<file path="config.mk">
export PLATFORM = sky130hd
export DESIGN_NAME = iter_alu
export DESIGN_NICKNAME = d
export VERILOG_FILES = /design/src/rtl/iter_alu.sv
export SDC_FILE = /design/constraint.sdc
export NUM_CORES = 1
export LEC_CHECK = 0
export BUFFER_PORTS_ARGS = -buffer_cell sky130_fd_sc_hd__buf_2
export CAP_MARGIN = 0
export CORE_MARGIN = 2
export CORE_UTILIZATION = 40
export DETAILED_ROUTE_END_ITERATION = 7
export RECOVER_POWER = 50
export REMOVE_ABC_BUFFERS = 1
export SYNTH_ARGS = -nofsm -noshare
export SYNTH_HDL_FRONTEND = slang
export SYNTH_SLANG_ARGS = --single-unit
</file>
<file path="constraint.sdc">
create_clock -name CLK -period 6.4 [get_ports CLK]
set_clock_uncertainty 0.1 [all_clocks]
set_input_delay 0.96 -clock CLK [delete_from_list [all_inputs] [get_ports CLK]]
set_output_delay 0.96 -clock CLK [all_outputs]
set_load 0.005 [all_outputs]
</file>
<file path="src/rtl/iter_alu.sv">
// -----------------------------------------------------------------------------
// iter_alu -- execute stage feeding the register file write port.
//
// Simple ops (FWD/ADD/AND/OR) complete one cycle after accept. MUL runs a
// shift-add loop of MUL_CYCLES iterations; LSHIFT/SRA/ROR move one bit
// position per cycle. Work happens on private copies of the operands taken
// at accept, and RESULT/WRADDR are only updated on completion.
//
// Ports:
//   CLK       clock, all state changes on posedge
//   RESET     synchronous active-high reset, overrides START
//   START     operation request, accepted only while BUSY=0
//   SELECT    000 FWD, 001 ADD, 010 AND, 011 OR, 100 MUL,
//             101 LSHIFT, 110 SRA, 111 ROR
//   DATA1     operand A
//   DATA2     operand B / signed shift amount
//   DESTADDR  destination register, presented on WRADDR at completion
//   RESULT    completed result, held until the next completion
//   WRADDR    destination of the completed result
//   WRITE     one-cycle register-file write strobe (same cycle as DONE)
//   DONE      one-cycle completion pulse
//   BUSY      operation in flight
//   ZERO      RESULT == 0 (combinational)
// -----------------------------------------------------------------------------
module iter_alu #(
   parameter int WIDTH      = 8,
   parameter int MUL_CYCLES = 8
) (
   input  logic             CLK,
   input  logic             RESET,
   input  logic             START,
   input  logic [2:0]       SELECT,
   input  logic [WIDTH-1:0] DATA1,
   input  logic [WIDTH-1:0] DATA2,
   input  logic [2:0]       DESTADDR,
   output logic [WIDTH-1:0] RESULT,
   output logic [2:0]       WRADDR,
   output logic             WRITE,
   output logic             DONE,
   output logic             BUSY,
   output logic             ZERO
);

   // Count register must hold values up to WIDTH (capped shift) and MUL_CYCLES.
   localparam int CW = $clog2(WIDTH + 1);
   // Bits of DATA2 used as the rotate amount (modulo WIDTH).
   localparam int RW = $clog2(WIDTH);

   localparam logic [WIDTH-1:0] ZERO_W = {WIDTH{1'b0}};
   localparam logic [WIDTH-1:0] ONE_W  = {{(WIDTH-1){1'b0}}, 1'b1};

   localparam logic [2:0] OP_FWD = 3'b000;
   localparam logic [2:0] OP_ADD = 3'b001;
   localparam logic [2:0] OP_AND = 3'b010;
   localparam logic [2:0] OP_OR  = 3'b011;
   localparam logic [2:0] OP_MUL = 3'b100;
   localparam logic [2:0] OP_LSH = 3'b101;
   localparam logic [2:0] OP_SRA = 3'b110;
   localparam logic [2:0] OP_ROR = 3'b111;

   typedef enum logic [1:0] {
      IDLE   = 2'd0,
      RUN    = 2'd1,
      FINISH = 2'd2
   } state_t;

   state_t           state;
   logic [2:0]       op;          // captured SELECT
   logic [2:0]       dest;        // captured DESTADDR
   logic [WIDTH-1:0] acc;         // working value / product accumulator
   logic [WIDTH-1:0] mcand;       // multiplicand, shifted left each step
   logic [WIDTH-1:0] mplier;      // multiplier, shifted right each step
   logic [CW-1:0]    count;       // steps still to perform, including this one
   logic             step_en;     // 0 for ops whose value is final at accept
   logic             shift_left;  // LSHIFT direction

   // Values loaded at accept
   logic [WIDTH-1:0] init_acc;
   logic [CW-1:0]    init_cnt;
   logic             init_step;
   logic             init_left;
   logic [CW-1:0]    shamt;

   // One iteration applied to the working registers
   logic [WIDTH-1:0] acc_step;
   logic [WIDTH-1:0] mcand_step;
   logic [WIDTH-1:0] mplier_step;

   // Limit an unsigned shift magnitude to WIDTH; larger shifts give the same
   // result as WIDTH and this bounds the iteration count.
   function automatic logic [CW-1:0] cap_amount(input logic [WIDTH-1:0] mag);
      logic [CW-1:0] amt;
      if (mag >= WIDTH'(WIDTH)) begin
         amt = CW'(WIDTH);
      end else begin
         amt = CW'(mag);
      end
      return amt;
   endfunction

   // Magnitude of a two's-complement shift amount (-128 maps to 128).
   function automatic logic [WIDTH-1:0] abs_amount(input logic [WIDTH-1:0] amt);
      logic [WIDTH-1:0] mag;
      if (amt[WIDTH-1]) begin
         mag = ~amt + ONE_W;
      end else begin
         mag = amt;
      end
      return mag;
   endfunction

   // Accept-time setup: simple ops are evaluated here and only carried to
   // RESULT later; iterative ops load their step count.
   always_comb begin
      init_acc  = DATA1;
      init_cnt  = CW'(1);
      init_step = 1'b0;
      init_left = 1'b1;
      shamt     = {CW{1'b0}};
      case (SELECT)
         OP_FWD: init_acc = DATA2;
         OP_ADD: init_acc = DATA1 + DATA2;
         OP_AND: init_acc = DATA1 & DATA2;
         OP_OR:  init_acc = DATA1 | DATA2;
         OP_MUL: begin
            init_acc  = ZERO_W;
            init_cnt  = CW'(MUL_CYCLES);
            init_step = 1'b1;
         end
         OP_LSH: begin
            init_left = ~DATA2[WIDTH-1];
            shamt     = cap_amount(abs_amount(DATA2));
         end
         OP_SRA: shamt = cap_amount({{(WIDTH-4){1'b0}}, DATA2[3:0]});
         OP_ROR: shamt = CW'(DATA2[RW-1:0]);
         default: init_acc = DATA1;
      endcase
      // A zero shift passes DATA1 through in a single cycle.
      if (shamt != {CW{1'b0}}) begin
         init_cnt  = shamt;
         init_step = 1'b1;
      end else begin
         init_step = init_step;
      end
   end

   // Single iteration of the captured op on the working registers.
   always_comb begin
      acc_step    = acc;
      mcand_step  = mcand;
      mplier_step = mplier;
      if (step_en) begin
         case (op)
            OP_MUL: begin
               // Low WIDTH bits of a shift-add product are sign-correct.
               if (mplier[0]) begin
                  acc_step = acc + mcand;
               end else begin
                  acc_step = acc;
               end
               mcand_step  = {mcand[WIDTH-2:0], 1'b0};
               mplier_step = {1'b0, mplier[WIDTH-1:1]};
            end
            OP_LSH: begin
               if (shift_left) begin
                  acc_step = {acc[WIDTH-2:0], 1'b0};
               end else begin
                  acc_step = {1'b0, acc[WIDTH-1:1]};
               end
            end
            OP_SRA:  acc_step = {acc[WIDTH-1], acc[WIDTH-1:1]};
            OP_ROR:  acc_step = {acc[0], acc[WIDTH-1:1]};
            default: acc_step = acc;
         endcase
      end else begin
         acc_step = acc;
      end
   end

   // Control FSM and registered outputs.
   always_ff @(posedge CLK) begin
      if (RESET) begin
         state      <= IDLE;
         op         <= 3'b000;
         dest       <= 3'b000;
         acc        <= ZERO_W;
         mcand      <= ZERO_W;
         mplier     <= ZERO_W;
         count      <= {CW{1'b0}};
         step_en    <= 1'b0;
         shift_left <= 1'b1;
         RESULT     <= ZERO_W;
         WRADDR     <= 3'b000;
         WRITE      <= 1'b0;
         DONE       <= 1'b0;
         BUSY       <= 1'b0;
      end else begin
         case (state)
            IDLE: begin
               DONE  <= 1'b0;
               WRITE <= 1'b0;
               if (START) begin
                  op         <= SELECT;
                  dest       <= DESTADDR;
                  acc        <= init_acc;
                  mcand      <= DATA1;
                  mplier     <= DATA2;
                  count      <= init_cnt;
                  step_en    <= init_step;
                  shift_left <= init_left;
                  BUSY       <= 1'b1;
                  // Single-step ops go straight to the committing state.
                  if (init_cnt == CW'(1)) begin
                     state <= FINISH;
                  end else begin
                     state <= RUN;
                  end
               end else begin
                  state <= IDLE;
               end
            end
            RUN: begin
               DONE   <= 1'b0;
               WRITE  <= 1'b0;
               acc    <= acc_step;
               mcand  <= mcand_step;
               mplier <= mplier_step;
               count  <= count - CW'(1);
               // Two left means this step plus the one done in FINISH.
               if (count == CW'(2)) begin
                  state <= FINISH;
               end else begin
                  state <= RUN;
               end
            end
            FINISH: begin
               // Last iteration goes straight to RESULT.
               RESULT <= acc_step;
               WRADDR <= dest;
               acc    <= acc_step;
               count  <= {CW{1'b0}};
               DONE   <= 1'b1;
               WRITE  <= 1'b1;
               BUSY   <= 1'b0;
               state  <= IDLE;
            end
            default: begin
               DONE  <= 1'b0;
               WRITE <= 1'b0;
               BUSY  <= 1'b0;
               state <= IDLE;
            end
         endcase
      end
   end

   assign ZERO = (RESULT == ZERO_W);

endmodule

</file>
==> run summary <==
Routed length per instance - 16.1 µm
Drt total wl - 10000 µm
Slew at the pin closest to its max-slew limit - 2.43 ns
Synth cell types - 61
Pins Over Slew Limit - 55
Failing checks - capacitance limit, slew limit
Largest net degree at the start of global routing - 55
Row cnt - 35
Crit Path Max Fanout - 54
CTS Buffer Depth - 2
Buffers on Ports - 39
Chip Height - 101 µm
Crit path DAT - 3.39 ns
Post-DP HPWL - 7490 µm
Design Area, Final - 0.00410 mm²
Period utilisation layout - 51.3%
Critical path required time - 6.50 ns
Total iterations of the first detailed-routing run - 5
Synthesis Warnings - 0
Most instantiated cells after synthesis - nor2_1 (54), dfxtp_1 (51), nand2_1 (35)
FMAX - 304 MHz
Most numerous cell in the Yosys netlist - nor2_1
Startpoint Class - input pin
Largest cells by area after synthesis - dfxtp_1 (27%), ha_1 (10%), mux2i_1 (5.5%)
P&R area growth vs syn - 7.97%
Ports - 40
Synth top area share - 26.9%
Post-DP Area - 0.00402 mm²
Max-cap violations - 1
Hold_ws - 0.362 ns
R2r endpoint - mcand[0]$_SDFFE_PP0P_
Sequential share of the synthesized area - 26.9%
Grt ovf - 0
Type of the worst setup path - input pin to flop
Placer Congestion - 0.885
Yosys top cell by area - dfxtp_1
Mapped cell area - 0.00380 mm²
Setup crit end kind - flop
Pwr dens - 207 mW/mm²
Die W - 101 µm
Main flop type after synthesis - dfxtp_1
CTS tree - yes
Setup WS pre-CTS - 3.21 ns
Clock sinks - 51
Tot GR Track Use - 20.3%
Root Buffer - clkbuf_8
CTS Hold Bufs - 0
Post-CTS sizing - 0
Routed vias - 3529
Vias in the first global route - 3191
Setup TNS - 0 ns
Post-synth EDFFs - 0
Initial antenna violation count - 0
DIE AREA - 0.0103 mm²
CTS clk-pin slew, worst paths - 0.10 ns
Hold Path Class - flop to flop
Core ar. - 0.00924 mm²
RR Startpoint - state[1]$_SDFF_PP0_
Final worst slack - 3.12 ns
Post-CTS Setup Inserts - 0
Final setup vio count - 0
Initial core utilization - 41.1%
Routed vias/inst - 5.67
Minimum clock period - 3.28 ns
Nets - 550
Fill count - 933
Avg Inst Size Synth - 8.06 µm²
First-pass GRT wire length - 16500 µm
RSZ-0062 raised after global routing - no
Fraction of layout cells with a size suffix above 1 - 10.8%
Leak - 1.65 nW
Setup crit end - acc[5]$_SDFFE_PP0P_
Synthesized flop and latch total - 51
H-tree levels - 2
Remaining DRCs - 0
Final core utilization - 44.4%
Flop2flop setup slack - 3.59 ns
Ys async rst share - 0%
Antenna Violating Nets Remaining - 0
DRT iter0 DRCs - 147
Status - finished, violations left
Worst skew pair latency - 0.31 ns
Total CTS buffers - 5
Diode count - 0
Slew headroom - -61.9%
IR drop worst, VDD - 0.0812 mV
Setup crit start - RESET
Gate Count Post-Synth - 471
R2R depth - 8
Final Hold Violating Endpoints - 0
-- routing by layer --
metal  up-vias  GRT usage, %  part of all wire (%)
li1       1760             -                     -
met1      1646          28.4                    46
met2       112          32.9                    48
met3        11          2.83                   4.9
met4         0          5.20                   1.2
met5         -             0                     0
-- how the worst min path moves through the flow --
stage,from,endpoint,slack (ns),cells past startpoint
6_report,dest[2]$_SDFFE_PP0P_,dest[2]$_SDFFE_PP0P_,0.36,2
5_1_grt,mplier[7]$_SDFFE_PP0P_,mplier[7]$_SDFFE_PP0P_,0.39,2
4_1_cts,dest[0]$_SDFFE_PP0P_,dest[0]$_SDFFE_PP0P_,0.37,2
3_5_place_dp,dest[0]$_SDFFE_PP0P_,dest[0]$_SDFFE_PP0P_,0.35,2
3_3_place_gp,dest[1]$_SDFFE_PP0P_,dest[1]$_SDFFE_PP0P_,0.34,2
2_1_floorplan,dest[0]$_SDFFE_PP0P_,dest[0]$_SDFFE_PP0P_,0.33,2
-- stage by stage --
step,power [mW],instances
after floorplan,0.566,444
after global placement,0.650,614
after detailed placement,0.656,614
after CTS,0.854,622
after global routing,0.905,622
final,0.848,622
-- cell usage in the layout, fill, tap and decap left out, types with 7 or more instances in the layout --
master	count
xnor2_1	8
ha_1	31
nor2_1	54
a211oi_1	27
nor3_1	13
dfxtp_1	51
nand3_1	11
a21oi_1	32
nand2b_1	7
mux2i_1	21
o21ai_0	23
nand2_1	35
clkbuf_1	8
buf_2	32
inv_1	33
a22oi_1	12
o221ai_1	7
-- layout make-up --
cell class / instances / area (µm²) / share of cell area, %
timing repair buffer: 41 / 198 / 4.82
clock buffer: 5 / 68.8 / 1.68
sequential: 51 / 1020 / 24.9
clock inverter: 3 / 23.8 / 0.580
tap: 129 / 161 / 3.94
inverter: 33 / 124 / 3.02
multi-input combinational: 360 / 2500 / 61.1
-- cells by family after synthesis --
logic type               synth area share, %
buffers and inverters                   7.31
flip-flops                              26.9
XOR/XNOR                                2.31
adder cells (fa/ha/maj)                 11.3
multiplexers                            7.91
AND/OR/NAND/NOR                         18.0
AO/OA/AOI/OAI                           26.3
-- sequential cells by signal, indices dropped and copies added, names as in the netlist, 2 cells and up --
signal,cells
mcand,8
RESULT,8
WRADDR,3
dest,3
op,3
mplier,8
acc,8
count,4
state,2
-- worst max-delay path: stages --
cell	delay [ns]
buf_2	0.07
clkbuf_1	1.71
nor3_1	0.09
o21ai_0	0.18
o32ai_1	0.10
o21bai_1	0.24
-- power by group --
group / internal [mW] / switching [mW]
Combinational: 0.110 / 0.157
Sequential: 0.349 / 0.0338
Clock: 0.0785 / 0.120
Power figures use the tool's default switching activity.
